===== src/rtl/sipo_pkg.sv =====
// Shared types and line levels for the serial-in/parallel-out framer.
package sipo_pkg;

  typedef enum logic [1:0] {IDLE, DATA, PARITY, STOP} sipo_state_t;

  localparam logic START_LVL = 1'b0;
  localparam logic STOP_LVL  = 1'b1;
  localparam logic IDLE_LVL  = 1'b1;

endpackage


===== src/rtl/sipo_out_buf.sv =====
// One-entry valid/ready holding register; a load that finds the entry full
// and not being drained is dropped and reported as an overrun pulse.
module sipo_out_buf #(
  parameter int WIDTH = 8
) (
  input  logic             clk,
  input  logic             rst,
  input  logic             load,
  input  logic [WIDTH-1:0] load_data,
  input  logic             out_ready,
  output logic [WIDTH-1:0] out_data,
  output logic             out_valid,
  output logic             overrun
);

  logic [WIDTH-1:0] data_q, data_d;
  logic             valid_q, valid_d;
  logic             overrun_q, overrun_d;

  always_comb begin
    data_d    = data_q;
    valid_d   = valid_q;
    overrun_d = 1'b0;
    if (load && (!valid_q || out_ready)) begin
      data_d  = load_data;
      valid_d = 1'b1;
    end else begin
      if (valid_q && out_ready) valid_d = 1'b0;
      overrun_d = load;
    end
  end

  always_ff @(posedge clk) begin
    if (rst) begin
      data_q    <= '0;
      valid_q   <= 1'b0;
      overrun_q <= 1'b0;
    end else begin
      data_q    <= data_d;
      valid_q   <= valid_d;
      overrun_q <= overrun_d;
    end
  end

  assign out_data  = data_q;
  assign out_valid = valid_q;
  assign overrun   = overrun_q;

endmodule


===== src/rtl/sipo_framer.sv =====
// Serial frame receiver: start(0), WIDTH data bits LSB-first, optional even
// parity bit (macro PARITY_CHECK_EN), stop(1); words leave via sipo_out_buf.
module sipo_framer
  import sipo_pkg::*;
#(
  parameter int WIDTH = 8
) (
  input  logic             clk,
  input  logic             rst,
  input  logic             ser_in,
  output logic [WIDTH-1:0] out_data,
  output logic             out_valid,
  input  logic             out_ready,
  output logic             frame_err,
  output logic             par_err,
  output logic             overrun,
  output logic             busy
);

  localparam int CW = (WIDTH > 1) ? $clog2(WIDTH) : 1;
  localparam logic [CW-1:0] LAST_BIT = CW'(WIDTH - 1);

  sipo_state_t      state_q, state_d;
  logic [WIDTH-1:0] shift_q, shift_d;
  logic [CW-1:0]    cnt_q, cnt_d;
  logic             frame_err_q, frame_err_d;
  logic [WIDTH:0]   shift_in;
  logic             load;

`ifdef PARITY_CHECK_EN
  logic par_bit_q, par_bit_d;
  logic par_err_q, par_err_d;
  logic par_ok;
  // Even parity: data bits and parity bit XOR to zero.
  assign par_ok  = ~(^shift_q ^ par_bit_q);
  assign par_err = par_err_q;
`else
  assign par_err = 1'b0;
`endif

  assign shift_in = {ser_in, shift_q};

  always_comb begin
    state_d     = state_q;
    shift_d     = shift_q;
    cnt_d       = cnt_q;
    frame_err_d = 1'b0;
    load        = 1'b0;
`ifdef PARITY_CHECK_EN
    par_bit_d   = par_bit_q;
    par_err_d   = 1'b0;
`endif
    case (state_q)
      IDLE: begin
        if (ser_in == START_LVL) begin
          state_d = DATA;
          cnt_d   = '0;
        end
      end
      DATA: begin
        shift_d = shift_in[WIDTH:1];
        cnt_d   = cnt_q + 1'b1;
        if (cnt_q == LAST_BIT) begin
`ifdef PARITY_CHECK_EN
          state_d = PARITY;
`else
          state_d = STOP;
`endif
        end
      end
      PARITY: begin
`ifdef PARITY_CHECK_EN
        par_bit_d = ser_in;
`endif
        state_d = STOP;
      end
      STOP: begin
        state_d = IDLE;
        // A bad stop bit masks any parity result for the same frame.
        if (ser_in == STOP_LVL) begin
`ifdef PARITY_CHECK_EN
          if (par_ok) load = 1'b1;
          else        par_err_d = 1'b1;
`else
          load = 1'b1;
`endif
        end else begin
          frame_err_d = 1'b1;
        end
      end
      default: state_d = IDLE;
    endcase
  end

  always_ff @(posedge clk) begin
    if (rst) begin
      state_q     <= IDLE;
      shift_q     <= '0;
      cnt_q       <= '0;
      frame_err_q <= 1'b0;
`ifdef PARITY_CHECK_EN
      par_bit_q   <= 1'b0;
      par_err_q   <= 1'b0;
`endif
    end else begin
      state_q     <= state_d;
      shift_q     <= shift_d;
      cnt_q       <= cnt_d;
      frame_err_q <= frame_err_d;
`ifdef PARITY_CHECK_EN
      par_bit_q   <= par_bit_d;
      par_err_q   <= par_err_d;
`endif
    end
  end

  sipo_out_buf #(.WIDTH(WIDTH)) u_out_buf (
    .clk       (clk),
    .rst       (rst),
    .load      (load),
    .load_data (shift_q),
    .out_ready (out_ready),
    .out_data  (out_data),
    .out_valid (out_valid),
    .overrun   (overrun)
  );

  assign frame_err = frame_err_q;
  assign busy      = (state_q != IDLE);

endmodule


===== config.mk =====
export PLATFORM = sky130hd
export DESIGN_NAME = sipo_framer
export DESIGN_NICKNAME = d
export VERILOG_FILES = /design/src/rtl/sipo_pkg.sv /design/src/rtl/sipo_out_buf.sv /design/src/rtl/sipo_framer.sv
export SDC_FILE = /design/constraint.sdc
export NUM_CORES = 1
export LEC_CHECK = 0
export BUFFER_PORTS_ARGS = -buffer_cell sky130_fd_sc_hd__buf_4
export CORE_MARGIN = 3
export CORE_UTILIZATION = 55
export DETAILED_ROUTE_END_ITERATION = 10
export PLACE_DENSITY_LB_ADDON = 0.08
export SKIP_LAST_GASP = 1
export SYNTH_ARGS = -nofsm -noshare
export SYNTH_HDL_FRONTEND = slang
export SYNTH_SLANG_ARGS = --single-unit
export TNS_END_PERCENT = 20

===== constraint.sdc =====
create_clock -name clk -period 3.5 [get_ports clk]
set_input_delay 0.525 -clock clk [delete_from_list [all_inputs] [get_ports clk]]
set_output_delay 0.525 -clock clk [all_outputs]
set_load 0.02 [all_outputs]

Word level (Yosys, flattened, before mapping)
Index checks and enable logic that the tools add are counted.
{ "totals": {"register_bits": 24, "input_bits": 4, "output_inout_bits": 13, "elab_cells": 37} }
{ "classes": {"add_sub_neg": 1, "n_eq_ne": 6, "n_mux": 10, "bitwise_logic": 1, "n_reduce_logical": 12} }
{ "op_table": {"columns": ["cell", "count"], "rows": [
  ["$pmux 2 s4", 1],
  ["$pmux 3 s2", 1],
  ["$reduce_bool 2->1", 3],
  ["$mux 1", 5],
  ["$eq 2x2->1 const B", 2],
  ["$mux 2", 2],
  ["$ne 2x2->1 const B", 2],
  ["$reduce_and 2->1", 2],
  ["$reduce_or 2->1", 2],
  ["$add 3x1->3 const B", 1],
  ["$eq 3x3->1 const B", 1],
  ["$mux 3", 1],
  ["$eq 2x1->1 const B", 1],
  ["$logic_and 1x1->1", 2],
  ["$logic_not 2->1", 1],
  ["$logic_not 1->1", 1],
  ["$logic_or 1x1->1", 1],
  ["$not 1->1", 1]
]} }

Depth between registers and ports, before layout
{ "logic_depth": {"depth_word": 4, "mapped_depth": 6, "ltp_nobuf": 5} }

Modules after synthesis
From an unflattened synthesis, not the netlist that was laid out.
{ "unflattened": {"cells_unflattened": 105, "area_unflattened_um2": 1076.0} }
{ "by_module_without_submodules": {"columns": ["mod", "instances", "cells_each", "area_per_inst_um2", "seq_area_each_um2"], "rows": [
  ["sipo_framer", 1, 64, 639.4, 280.3],
  ["sipo_out_buf", 1, 41, 436.7, 200.2]
]} }

Worst setup path after synthesis
Ideal clock, no wire load.
{ "synth_path": {"kind": "reg2reg", "from": "register state_q[0]", "to": "register state_q[0]", "setup_ps": 121, "arrival_ps": 1223, "t_required_ps": 3379, "path_slack_ps": 2156, "stages_incl_launch_ff": 6, "path_buffers": 0, "synth_period_minus_slack_ps": 1344, "path_cell_list": "dfxtp_1 inv_1 ha_1 and2_4 a21oi_2 mux2_4"} }
{ "synth_between": {"elab_chain_len": 3, "elab_cells_between_ends": 8, "cone_classes": "eq/ne: 5; mux: 1; reduce/logical: 2"} }
{ "synth_rtl": {"columns": ["element", "line_no", "source"], "rows": [
  ["start: declaration", "sipo_framer.sv:23", "sipo_state_t state_q, state_d;"],
  ["start signal: assignment", "sipo_framer.sv:106", "state_q <= state_d;"],
  ["$eq 2x1->1 or $logic_not 2->1 (tied branches)", "sipo_framer.sv:53", "case (state_q)"],
  ["$ne 2x2->1 (no source line)", null, null],
  ["$reduce_and 2->1 (no source line)", null, null]
]} }
Parallel ways exist; a longest one is shown, timed or not.
A chain may end at the register's enable or synchronous reset.

Final worst setup path
{ "layout_path": {"from": "register state_q[0]", "to": "output port busy"} }
{ "layout_between": {"elab_chain_len": 1} }
{ "layout_rtl": {"columns": ["element", "line_no", "source"], "rows": [
  ["$reduce_bool 2->1", "sipo_framer.sv:129", "assign busy = (state_q != IDLE);"],
  ["end: declaration", "sipo_framer.sv:17", "output logic busy"]
]} }
No other way between the ends.

==> impl_metrics.json <==
{
  "start_kind": "register",
  "fin_area_sq_um": 1210,
  "setup-violations-final": 0,
  "netlist_area_sq_um": 1050,
  "drt_iter0_drc": 6,
  "pwr_density_cell_nw_per_um2": 581,
  "status": "finished, final reports clean",
  "drc_errors": 0,
  "netlist_top_cells_area": "dfxtp_1 (46%), mux2i_1 (16%), nand2b_1 (11%)",
  "worst_ir_drop_vdd_uv": 390,
  "drt-wirelength-per-cell_um": 12.1,
  "worstHoldPathType": "in2reg",
  "critical_path_class": "reg2out",
  "maxClockFrequency_ghz": 0.579,
  "synth.ff_latch_count": 24,
  "synth_enable_flop_cells": 0,
  "switchingPower_uw": 201,
  "max_cap_viol_count": 0,
  "globalRouteTotalUtil": 0.162,
  "timing.critical_path.to_type": "primary output",
  "fillCellCount": 166,
  "postSynthAreaPerCell_sq_um": 10.0,
  "p_leak_nw": 0.491,
  "io_buffer_count": 15,
  "postPlaceCellArea_sq_um": 1160,
  "critical_path_required_ps": 2970,
  "route.antenna.remaining_nets": 0,
  "cts.htree.levels": 1,
  "finalHoldViolations": 0,
  "critical-path-top-delay-family": "flip-flops",
  "detail_route.vias_per_cell": 4.71,
  "num_antenna_cells": 0,
  "cpPeakStageDelay_ps": 390,
  "holdBufCountCts": 0,
  "timing.critical_path.depth": 4,
  "period_minus_slack_ps": 1730,
  "count_of_standard_cell_rows": 15,
  "post_cts_buffers": 0,
  "maxSlewViolCount": 0,
  "synthArstFlopShare": 0,
  "clk-insertion-delay-late_ps": 300,
  "synth-main-ff-cell": "dfxtp_1",
  "die-width_um": 49.8,
  "routability_congestion_estimate_from_global_placement": 0.723,
  "final_net_count": 128,
  "power.share.clock": 0.279,
  "root_buffer": "clkbuf_4",
  "crit_buf_inv": 3,
  "critPathMaxFanout": 4,
  "start_util": 0.597,
  "dp_hpwl_um": 1200,
  "drt_wl_total_um": 1730,
  "synth_area_leader_cell": "dfxtp_1",
  "core_area_sq_um": 1760,
  "layout-area-overhead-vs-synth_pct": 14.8,
  "tritoncts.num_buffers": 3,
  "post_cts_resize_count": 0,
  "crit_top_cell": "inv_1",
  "cellInternalPower_uw": 502,
  "cts-root-to-sink-buffers": 2,
  "pin_count": 17,
  "yosysWarnings": 0,
  "chip_height_um": 49.8,
  "layout-drive-gt1-share": 0.203,
  "relSlewSlack": 0.614,
  "finalCritPeriodShare": 0.493,
  "floorplan.die_area_sq_um": 2480,
  "tritoncts_num_sinks": 24,
  "sequential_share_of_the_synthesized_area": 0.456,
  "power.combinational.fraction": 0.281,
  "synth.distinct_cells": 22,
  "sequentialPowerShare": 0.440,
  "critPathArrivalTime_ps": 1200,
  "reg2regPathDepth": 5,
  "worst_hold_slack_ps": 399,
  "grt.overflow.total": 0,
  "netSwitchingFraction": 0.286,
  "transition_time_at_the_pin_with_the_least_slew_margin_ps": 578,
  "cts_tree": "built",
  "syn-instance-count": 105,
  "worst_clock_skew_ps": 1.35,
  "synth_top_area_share": 0.456,
  "grt_antenna_before_repair": 0,
  "timing.critical_path.cells": "inv_1, ha_1, inv_1, buf_4",
  "setup_tns_ps": 0,
  "grt_setup_unrepaired": "false",
  "first_global_vias": 654,
  "critPathSlowestCell": "dfxtp_1",
  "cts.clk_slew.worst_paths_ps": 130,
  "largest_net_degree_at_the_start_of_global_routing": 35,
  "drt-pass1-iter-count": 4,
  "synth_nets": 114,
  "route.vias.total": 673,
  "grt_first_pass_wirelength_um": 3030,
  "timing.hold.worst_path_depth": 2
}
==> cells in the mapped netlist, drive strengths merged (3+ instances only) <==
cell	instances
o21ai	3
a21oi	5
nand2b	20
dfxtp	24
ha	5
mux2i	17
inv	4
nand2	3
nor2	11
buf	5
==> power groups by stage <==
stage | clock, mW | combinational [mW] | sequential [mW]
global placement | 0 | 0.196 | 0.314
detailed placement | 0 | 0.197 | 0.316
floorplan | 0 | 0.163 | 0.313
finish | 0.196 | 0.198 | 0.309
global route | 0.213 | 0.223 | 0.313
CTS | 0.202 | 0.198 | 0.309
==> through the flow <==
step                utilization  instances  power [mW]  setup slack [ps]
floorplan                     -        105       0.477              2160
global placement          0.656        139       0.510              1920
detailed placement        0.656        139       0.512              1880
CTS                       0.686        143       0.709              1770
global route              0.686        143       0.749              1660
finish                    0.686        143       0.703              1770
==> layout by cell type (no fill, tap or decap), types with 3 or more instances in the layout <==
| master | count |
|---|---|
| a21oi_1 | 4 |
| buf_4 | 15 |
| clkbuf_4 | 3 |
| dfxtp_1 | 24 |
| ha_1 | 5 |
| inv_1 | 4 |
| mux2i_1 | 17 |
| nand2_1 | 3 |
| nand2b_1 | 19 |
| nor2_1 | 11 |
| o21ai_0 | 3 |
==> routing by layer <==
metal,track usage,routed length [um],up-vias
li1,-,-,361
met1,0.220,874,299
met2,0.251,781,11
met3,0.0393,57,2
met4,0.0553,17,0
met5,0,0,-
==> layout make-up <==
class	instances	area [sq um]	area share
Clock buffer	3	22.5	0.0186
Clock inverter	1	30.0	0.0248
Inverter	4	15.0	0.0124
Multi-Input combinational cell	71	518	0.428
Sequential cell	24	480	0.397
Tap cell	25	31.3	0.0259
Timing Repair Buffer	15	113	0.0931
==> final timing paths <==
| kind | from | endpoint | slack, ps |
|---|---|---|---|
| setup / recovery | state_q[0] | busy | 1770 |
| hold reg to reg | u_out_buf.out_data[2] | u_out_buf.out_data[2] | 480 |
| setup reg to reg | state_q[1] | cnt_q[2] | 1800 |
| hold / removal | ser_in | frame_err | 400 |
==> sequential cells by signal, summed over array words and instances (netlist names) <==
register and flops:
u_out_buf.overrun 1, u_out_buf.out_data 8, u_out_buf.out_valid 1, frame_err 1, shift_q 8, state_q 2, cnt_q 3
==> cell families after synthesis <==
family	synth area share
flops	0.456
buf+inv	0.0522
fa+ha+maj	0.0594
compound gates	0.0487
simple gates	0.204
mux	0.176
other cells	0.00356
No activity file was read; power rests on OpenSTA's default activity.
